**src/rtl/cpu_pkg.sv**
```systemverilog
// Shared CPU definitions: load-type encodings and their field width.
package cpu_pkg;

   localparam int LD_TYPE_W = 3;

   typedef enum logic [LD_TYPE_W-1:0] {
      LD_NONE = 3'd0,
      LD_LB   = 3'd1,
      LD_LBU  = 3'd2,
      LD_LH   = 3'd3,
      LD_LHU  = 3'd4,
      LD_LW   = 3'd5,
      LD_LWL  = 3'd6,
      LD_LWR  = 3'd7
   } ld_type_t;

endpackage

```
**src/rtl/load_align.sv**
```systemverilog
// Load data extraction and LWL/LWR merge (purely combinational).
// Build option: WB_LWLR_EN enables LWL/LWR merging; without it both act as LW.
module load_align
   import cpu_pkg::*;
(
   input  ld_type_t    ld_type,
   input  logic [1:0]  addr,
   input  logic [31:0] rdata,
   input  logic [31:0] rt_old,
   input  logic [31:0] alu_result,
   output logic [31:0] result
);

   logic [7:0]  byte_lane [4];
   logic [7:0]  byte_sel;
   logic [15:0] half_sel;

   // Split the read word into its four byte lanes.
   generate
      for (genvar gi = 0; gi < 4; gi++) begin : g_lane
         assign byte_lane[gi] = rdata[8*gi +: 8];
      end
   endgenerate

   // Pick the addressed byte and halfword.
   always_comb begin
      byte_sel = byte_lane[addr];
      half_sel = addr[1] ? rdata[31:16] : rdata[15:0];
   end

`ifdef WB_LWLR_EN
   logic [31:0] lwl_data;
   logic [31:0] lwr_data;

   // Little-endian unaligned-word merges with the old rt value.
   always_comb begin
      case (addr)
         2'd0:    lwl_data = {rdata[7:0],  rt_old[23:0]};
         2'd1:    lwl_data = {rdata[15:0], rt_old[15:0]};
         2'd2:    lwl_data = {rdata[23:0], rt_old[7:0]};
         default: lwl_data = rdata;
      endcase
      case (addr)
         2'd0:    lwr_data = rdata;
         2'd1:    lwr_data = {rt_old[31:24], rdata[31:8]};
         2'd2:    lwr_data = {rt_old[31:16], rdata[31:16]};
         default: lwr_data = {rt_old[31:8],  rdata[31:24]};
      endcase
   end
`else
   // Without the merge feature the old rt value has no consumer.
   logic unused_rt_old;
   assign unused_rt_old = ^rt_old;
`endif

   // Final result select by load type.
   always_comb begin
      result = alu_result;
      case (ld_type)
         LD_LB:   result = {{24{byte_sel[7]}}, byte_sel};
         LD_LBU:  result = {24'd0, byte_sel};
         LD_LH:   result = {{16{half_sel[15]}}, half_sel};
         LD_LHU:  result = {16'd0, half_sel};
         LD_LW:   result = rdata;
`ifdef WB_LWLR_EN
         LD_LWL:  result = lwl_data;
         LD_LWR:  result = lwr_data;
`else
         LD_LWL:  result = rdata;
         LD_LWR:  result = rdata;
`endif
         default: result = alu_result;
      endcase
   end

endmodule

```
**src/rtl/writeback_stage.sv**
```systemverilog
// Pipeline writeback stage: holds one instruction, aligns load data,
// drives the register-file write port and counts retired instructions.
// Build option: WB_LWLR_EN (LWL/LWR merging inside load_align).
module writeback_stage
   import cpu_pkg::*;
#(
   parameter int CNT_W = 32
) (
   input  logic                 clk,
   input  logic                 resetn,
   input  logic                 ms_to_ws_valid,
   output logic                 ws_allowin,
   input  logic [31:0]          ms_pc,
   input  logic [31:0]          ms_alu_result,
   input  logic [4:0]           ms_dest,
   input  logic [2:0]           ms_ld_type,
   input  logic [31:0]          ms_rt_old,
   input  logic [31:0]          data_sram_rdata,
   input  logic                 wb_stall,
   output logic                 rf_we,
   output logic [4:0]           rf_waddr,
   output logic [31:0]          rf_wdata,
   output logic [CNT_W-1:0]     retire_cnt,
   output logic [31:0]          debug_wb_pc
);

   logic              ws_valid_reg;
   logic              first_reg;
   logic [31:0]       rdata_buf_reg;
   logic [31:0]       pc_reg;
   logic [31:0]       alu_result_reg;
   logic [4:0]        dest_reg;
   logic [2:0]        ld_type_reg;
   logic [31:0]       rt_old_reg;
   logic [CNT_W-1:0]  retire_cnt_reg;

   logic              ws_ready_go;
   logic              capture;
   logic              retire;
   logic [31:0]       eff_rdata;
   logic [31:0]       load_result;

   assign ws_ready_go = ~wb_stall;
   assign ws_allowin  = ~ws_valid_reg | ws_ready_go;
   assign capture     = ms_to_ws_valid & ws_allowin;
   assign retire      = ws_valid_reg & ws_ready_go;

   // Valid bit follows the upstream valid whenever a slot is offered.
   always_ff @(posedge clk or negedge resetn) begin
      if (!resetn) begin
         ws_valid_reg <= 1'b0;
      end else if (ws_allowin) begin
         ws_valid_reg <= ms_to_ws_valid;
      end
   end

   // Payload latch; first_reg marks the one cycle the SRAM data is live.
   always_ff @(posedge clk or negedge resetn) begin
      if (!resetn) begin
         first_reg      <= 1'b0;
         pc_reg         <= 32'd0;
         alu_result_reg <= 32'd0;
         dest_reg       <= 5'd0;
         ld_type_reg    <= 3'd0;
         rt_old_reg     <= 32'd0;
      end else begin
         first_reg <= capture;
         if (capture) begin
            pc_reg         <= ms_pc;
            alu_result_reg <= ms_alu_result;
            dest_reg       <= ms_dest;
            ld_type_reg    <= ms_ld_type;
            rt_old_reg     <= ms_rt_old;
         end
      end
   end

   // Keep a copy of the SRAM word so a long stall still sees stable data.
   always_ff @(posedge clk or negedge resetn) begin
      if (!resetn) begin
         rdata_buf_reg <= 32'd0;
      end else if (first_reg) begin
         rdata_buf_reg <= data_sram_rdata;
      end
   end

   // Retired-instruction counter, wraps naturally.
   always_ff @(posedge clk or negedge resetn) begin
      if (!resetn) begin
         retire_cnt_reg <= '0;
      end else if (retire) begin
         retire_cnt_reg <= retire_cnt_reg + {{(CNT_W-1){1'b0}}, 1'b1};
      end
   end

   assign eff_rdata = first_reg ? data_sram_rdata : rdata_buf_reg;

   load_align u_load_align (
      .ld_type    (ld_type_t'(ld_type_reg)),
      .addr       (alu_result_reg[1:0]),
      .rdata      (eff_rdata),
      .rt_old     (rt_old_reg),
      .alu_result (alu_result_reg),
      .result     (load_result)
   );

   // Register-file port and debug PC, zeroed when no instruction is held.
   always_comb begin
      rf_we       = retire & (dest_reg != 5'd0);
      rf_waddr    = 5'd0;
      rf_wdata    = 32'd0;
      debug_wb_pc = 32'd0;
      if (ws_valid_reg) begin
         rf_waddr    = dest_reg;
         rf_wdata    = load_result;
         debug_wb_pc = pc_reg;
      end
   end

   assign retire_cnt = retire_cnt_reg;

endmodule

```
**config.mk**
```make
export PLATFORM = sky130hd
export DESIGN_NAME = writeback_stage
export DESIGN_NICKNAME = d
export VERILOG_FILES = /design/src/rtl/cpu_pkg.sv /design/src/rtl/load_align.sv /design/src/rtl/writeback_stage.sv
export SDC_FILE = /design/constraint.sdc
export NUM_CORES = 1
export LEC_CHECK = 0
export CELL_PAD_IN_SITES_DETAIL_PLACEMENT = 0
export CELL_PAD_IN_SITES_GLOBAL_PLACEMENT = 1
export CORE_MARGIN = 5
export CORE_UTILIZATION = 31
export CTS_CLUSTER_DIAMETER = 50
export DETAILED_ROUTE_END_ITERATION = 7
export GPL_ROUTABILITY_DRIVEN = 0
export PLACE_DENSITY = 0.88
export SYNTH_ARGS = -nofsm -noshare
export SYNTH_HDL_FRONTEND = slang
export SYNTH_SLANG_ARGS = --single-unit
```
**constraint.sdc**
```tcl
create_clock -name clk -period 2.1 [get_ports clk]
set_clock_uncertainty 0.05 [all_clocks]
set_input_delay 0.42 -clock clk [delete_from_list [all_inputs] [get_ports clk]]
set_output_delay 0.42 -clock clk [all_outputs]
set_load 0.02 [all_outputs]
```
==> flow_metrics.env, run 1 <==
export IMPL_drtAntennaViolNets=0
export IMPL_async_flop_share_pct=100
export IMPL_worst_pin_slew_ns=0.450
export IMPL_synth_warnings=0
export IMPL_period_needed_ns=2.97
export IMPL_ys_flop_type="dfrtp_1"
export IMPL_grtUsageMet3_pct=5.28
export IMPL_core_area_um2=21800
export IMPL_ios=243
export IMPL_synthTopCellsByCount="dfrtp_1, mux2_2, nand2_1, and2_1, o21ai_0"
export IMPL_leakagePower_nw=4.72
export IMPL_syn_num_nets=735
export IMPL_cap_violations=0
export IMPL_synth_most_common_cell="dfrtp_1"
export IMPL_syn_inst=594
export IMPL_placed_area_um2=10100
export IMPL_use_met2_pct=28.4
export IMPL_ctsHtreeMaxLevel=4
export IMPL_dpl_cell_count=1134
export IMPL_synthTopCellsByArea="dfrtp_1, mux2_2, and2_1"
export IMPL_post_drt_wl_per_cell_um=18.9
export IMPL_fin_ws_ns=-0.873
export IMPL_slew_headroom_pct=70.0
export IMPL_start_kind="register"
export IMPL_cts_tree="done"
export IMPL_drt_wl_total_um=22300
export IMPL_hold_path_class="input pin to async pin"
export IMPL_p_per_area_nw_per_um2=864
export IMPL_avgSynthCellArea_um2=11.6
export IMPL_vias=5843
export IMPL_grt_busiest_layer="met2"
export IMPL_crit_top_cell="buf_6"
export IMPL_clk_pin_slew_ns=0.07
export IMPL_hold_violations=0
export IMPL_die_w_um=159
export IMPL_worstPathArrival_ns=2.50
export IMPL_portBuffers=210
export IMPL_tns_ns=-23.45
export IMPL_yosysSeqAreaShare_pct=50.2
export IMPL_fmax_mhz=336
export IMPL_cp_slowest_cell="mux4_2"
export IMPL_path_delay_family="multiplexers"
export IMPL_grt_max_degree=42
export IMPL_finalCritPeriodShare_pct=142
export IMPL_drc_errors=0
export IMPL_num_rows=54
export IMPL_cts_sinks=138
export IMPL_grt_overflow=0
export IMPL_grt_pass1_wl_um=34700
export IMPL_cts_root_buf="clkbuf_16"
export IMPL_dieArea_um2=25300
export IMPL_worstPathCellList="buf_6 -> mux2_4 -> mux4_2 -> nor2b_4 -> nor3_4 -> buf_6 -> o221a_1 -> buf_6"
export IMPL_run_status="complete, but fails checks"
export IMPL_synth_seq_cells=138
export IMPL_critPathMaxStageDelay_ns=0.52
export IMPL_clkLatencyLatePin_ns=0.42
export IMPL_antenna_found_initial=0
export IMPL_drive_gt1_share_pct=38.8
export IMPL_path_class="register to primary output"
export IMPL_final_area_um2=11000
export IMPL_synth_top_area_share_pct=50.2
export IMPL_timing_final_max_slew_violations=0
export IMPL_avgViaCountPerCell=4.94
export IMPL_fin_nets=1030
export IMPL_synth_edf_count=0
export IMPL_final_cell_count_no_fill=1182
export IMPL_crit_buf_inv=3
export IMPL_setup_viol=33
export IMPL_crit_path_end_kind="primary output"
export IMPL_drt_pass1_iter_count=5
export IMPL_synth_cell_type_count=54
export IMPL_grt_pass1_vias=6184
export IMPL_vdd_ir_drop_max_v=0.000446
export IMPL_cts_buffers=17
export IMPL_fp_dieH_um=159
export IMPL_required_ns=1.63
export IMPL_n_antenna_cell=0
export IMPL_yosysTopAreaCell="dfrtp_1"
export IMPL_holdWs_ns=0.426
export IMPL_finish_utilization_pct=50.2
export IMPL_n_fill_cell=1930
export IMPL_crit_fanout=4
export IMPL_dp_hpwl_um=16600
export IMPL_first_iter_violations=310
export IMPL_start_util_pct=31.5
export IMPL_clockBufferDepth=2
export IMPL_syn_to_final_growth_pct=59.3
export IMPL_violations="setup timing"
export IMPL_rsz0062_at_grt="yes"
export IMPL_track_usage_pct=17.2
export IMPL_synth_area_um2=6880
export IMPL_grt_use_met1_pct=21.8
==> worst reg2reg max path: stages (launching register included) <==
cell and delay [ns]:
dfrtp_2 0.41, buf_4 0.22, and2b_1 0.18, buf_4 0.14, and4_1 0.22, nand2b_1 0.17
nor4_1 0.28, xor2_1 0.18
==> kinds of logic (layout without fill, tap and decap cells) <==
family                     after synthesis  count (layout)  synth area share [%]
and+or+nand+nor                        161             161                  12.4
DFF                                    138             138                  50.2
muxes                                  117             117                  20.6
AOI/OAI and AO/OA                       91              91                  8.92
buffers and inverters                   54             362                  3.73
xor gates and xnor gates                32              32                  4.07
adders and majority gates                1               1                 0.182
==> power breakdown <==
group,switching [mW],internal [mW],total (mW),leakage [nW]
registers,0.231,3.01,3.24,1.65
logic,1.54,1.74,3.28,2.79
clock network,1.27,1.68,2.95,0.274
==> area by class of cell <==
cell class / instances / area, um^2 / share of cell area (%)
flip-flops and latches: 138 / 3460 / 31.5
inverters: 16 / 60.1 / 0.548
multi-input cells: 402 / 3450 / 31.5
well taps: 280 / 350 / 3.20
clock buffers: 18 / 439 / 4.01
clock inverters: 14 / 136 / 1.24
repair buffers: 314 / 3070 / 28.0
==> repair_timing <==
action                                  in CTS  in global routing
pin swaps                                   12                 19
hold buffers                                 1                  0
resized for setup                          273                 70
buffers inserted                            12                  5
endpoints found under the hold margin       38                  0
endpoints found under the setup margin      71                 52
gates cloned                                 1                  0
==> layout by cell type (no fill, tap or decap), types with 12 or more instances in the layout <==
| cell type | instances |
|---|---|
| xor2_1 | 12 |
| dfrtp_1 | 135 |
| o21ai_0 | 31 |
| buf_12 | 15 |
| o21a_4 | 15 |
| buf_4 | 72 |
| buf_2 | 14 |
| nand3_1 | 28 |
| mux2_2 | 95 |
| inv_1 | 15 |
| buf_6 | 48 |
| xnor2_1 | 20 |
| clkdlybuf4s50_1 | 138 |
| dlygate4sd2_1 | 18 |
| nand2_1 | 41 |
| clkbuf_16 | 17 |
| and2_1 | 39 |
| nor2_1 | 14 |
==> routing by layer <==
metal  routed length, um  up-vias  share of wire [%]
met5                   0        -                  0
met4                 446        0                2.0
met3                1500       25                6.7
met2               10900      186                 49
met1                9460     2930                 42
li1                    -     2702                  -
==> worst paths after layout <==
path	startpoint	endpoint	slack [ns]	depth (start not counted)
max	alu_result_reg[1]$_DFFE_PN0P_	rf_wdata[14]	-0.87	8
min	resetn	rdata_buf_reg[7]$_DFF_PN0_	0.43	2
max reg2reg	ws_valid_reg$_DFFE_PN0N_	retire_cnt[31]$_DFFE_PN0P_	0.17	7
min reg2reg	retire_cnt[31]$_DFFE_PN0P_	retire_cnt[31]$_DFFE_PN0P_	0.44	1
max in group asynchronous	resetn	ws_valid_reg$_DFFE_PN0N_	0.97	3
min in group clk	retire_cnt[31]$_DFFE_PN0P_	retire_cnt[31]$_DFFE_PN0P_	0.44	1
==> stage by stage <==
stage	setup slack, ns	power, mW
2_1_floorplan	-0.168	4.82
3_3_place_gp	-1.14	6.35
3_5_place_dp	-1.17	6.39
4_1_cts	-0.930	9.49
5_1_grt	-0.952	9.92
6_report	-0.873	9.48
(Power assumes the default switching activity.)
==> inputs of run 2 (changes only) <==
Settings changed: CORE_ASPECT_RATIO from default to 2, SLEW_MARGIN from default to 15.
==> run 2 against run 1 <==
Against the previous run:
- the run still ends with setup timing left
- setup slack lost 0.056 ns
- utilization shrank 0.69 points
- cell count is essentially flat
- register-to-register slack is essentially flat
- maximum frequency shrank 1.8%
- clock power grew 12%
- non-clock buffer count grew 2
- power grew 3.3%
- sequential power is essentially flat
- sequential share of layout area grew 0.26 points
- worst hold slack is essentially flat
- final area shrank 0.73%
- critical path type unchanged
- largest cell class unchanged
- largest power group is now the clock network
==> flow_metrics.env, run 2 (synthesis results as in run 1) <==
export IMPL_post_drt_wl_per_cell_um=19.7
export IMPL_vdd_ir_drop_max_v=0.000788
export IMPL_cap_violations=0
export IMPL_grt_use_met1_pct=19.5
export IMPL_grt_pass1_wl_um=35400
export IMPL_timing_final_max_slew_violations=0
export IMPL_required_ns=1.63
export IMPL_crit_fanout=5
export IMPL_hold_path_class="register to register"
export IMPL_dp_hpwl_um=18000
export IMPL_slew_headroom_pct=62.2
export IMPL_worst_pin_slew_ns=0.567
export IMPL_finish_utilization_pct=49.6
export IMPL_core_area_um2=22000
export IMPL_worstPathArrival_ns=2.56
export IMPL_fp_dieH_um=221
export IMPL_cts_sinks=138
export IMPL_crit_path_end_kind="primary output"
export IMPL_num_rows=77
export IMPL_cts_root_buf="clkbuf_16"
export IMPL_fin_ws_ns=-0.928
export IMPL_path_delay_family="compound AO/OA/AOI/OAI gates"
export IMPL_clockBufferDepth=2
export IMPL_placed_area_um2=10100
export IMPL_grt_overflow=0
export IMPL_first_iter_violations=315
export IMPL_r2r_start="ws_valid_reg$_DFFE_PN0N_"
export IMPL_drive_gt1_share_pct=40.8
export IMPL_grt_pass1_vias=6247
export IMPL_ios=243
export IMPL_track_usage_pct=18.7
export IMPL_startpoint="ld_type_reg[0]$_DFFE_PN0P_"
export IMPL_vias=5914
export IMPL_violations="setup timing"
export IMPL_period_needed_ns=3.03
export IMPL_hold_violations=0
export IMPL_layout_common_cells="clkdlybuf4s50_1, dfrtp_1, mux2_2, buf_4, nand2_1"
export IMPL_avgViaCountPerCell=5.00
export IMPL_drc_errors=0
export IMPL_setup_viol=33
export IMPL_cts_buffers=17
export IMPL_use_met2_pct=33.7
export IMPL_worstPathCellList="buf_6 -> nand2b_4 -> a211oi_4 -> nor3_2 -> buf_4 -> a222oi_1 -> buf_4 -> a21oi_2 -> buf_6"
export IMPL_dieArea_um2=25500
export IMPL_start_util_pct=31.3
export IMPL_critPathMaxStageDelay_ns=0.54
export IMPL_ctsHtreeMaxLevel=4
export IMPL_cts_tree="done"
export IMPL_clk_pin_slew_ns=0.06
export IMPL_start_kind="register"
export IMPL_grtUsageMet3_pct=4.24
export IMPL_rsz0062_at_grt="yes"
export IMPL_grt_max_degree=57
export IMPL_portBuffers=210
export IMPL_die_w_um=115
export IMPL_final_common_cell="clkdlybuf4s50_1"
export IMPL_drt_pass1_iter_count=5
export IMPL_drtAntennaViolNets=0
export IMPL_final_area_um2=10900
export IMPL_fmax_mhz=330
export IMPL_cp_slowest_cell="a222oi_1"
export IMPL_crit_buf_inv=4
export IMPL_hp_start="retire_cnt[31]$_DFFE_PN0P_"
export IMPL_syn_to_final_growth_pct=58.1
export IMPL_antenna_found_initial=3
export IMPL_grt_busiest_layer="met2"
export IMPL_leakagePower_nw=4.68
export IMPL_fin_nets=1032
export IMPL_drt_wl_total_um=23300
export IMPL_run_status="complete, but fails checks"
export IMPL_p_per_area_nw_per_um2=900
export IMPL_finalCritPeriodShare_pct=144
export IMPL_clkLatencyLatePin_ns=0.43
export IMPL_path_class="register to primary output"
## run 2: layout make-up
| cell class | count | area [um^2] |
|---|---|---|
| Clock inverter | 14 | 209 |
| Tap cell | 276 | 345 |
| Sequential cell | 138 | 3460 |
| Multi-Input combinational cell | 402 | 3420 |
| Inverter | 16 | 60.1 |
| Antenna cell | 3 | 7.51 |
| Clock buffer | 18 | 439 |
| Timing Repair Buffer | 316 | 2950 |
| Fill cell | 2020 | 11100 |
## run 2: worst register-to-register path, stage by stage (launching register included)
cell	delay (ns)
dfrtp_2	0.39
buf_12	0.16
and2b_1	0.18
buf_4	0.14
and4_1	0.25
nand2b_1	0.11
nor4_1	0.27
buf_4	0.18
xor2_1	0.14
## run 2: final timing paths
path                                         endpoint  slack [ns]  cells after the start
setup reg to reg           retire_cnt[31]$_DFFE_PN0P_        0.16                      8
max in group asynchronous    ws_valid_reg$_DFFE_PN0N_        0.81                      3
hold / removal             retire_cnt[31]$_DFFE_PN0P_        0.43                      1
hold reg to reg            retire_cnt[31]$_DFFE_PN0P_        0.43                      1
min in group asynchronous      pc_reg[29]$_DFFE_PN0P_        0.47                      2
setup / recovery                          rf_wdata[3]       -0.93                      9
## run 2: repair_timing
| action | in CTS | in global routing |
|---|---|---|
| hold endpoints to repair | 51 | 0 |
| endpoints found under the setup margin | 70 | 60 |
| pin swaps | 11 | 8 |
| hold buffers | 1 | 0 |
| setup buffers | 11 | 6 |
| resized for setup | 296 | 43 |
## run 2: power breakdown
| group | switching [mW] | internal [mW] |
|---|---|---|
| sequential | 0.237 | 3.01 |
| clock | 1.25 | 2.05 |
| combinational | 1.54 | 1.70 |
## run 2: through the flow
stage               setup slack [ns]  setup TNS, ns  std cells  power (mW)  hold WS, ns
floorplan                     -0.168          -2.37        594        4.82       0.0744
global placement               -1.12         -31.36       1134        6.37        0.393
detailed placement             -1.13         -31.80       1134        6.42        0.396
CTS                            -1.03         -24.93       1175        9.87        0.429
global route                  -0.991         -26.78       1183        10.2        0.439
finish                        -0.928         -24.09       1183        9.79        0.426
## run 2: routing by layer
layer  part of all wire (%)  vias to the layer above
met4                    5.4                        0
met1                     35                     2930
met5                      0                        -
li1                       -                     2715
met3                    5.0                       61
met2                     55                      208
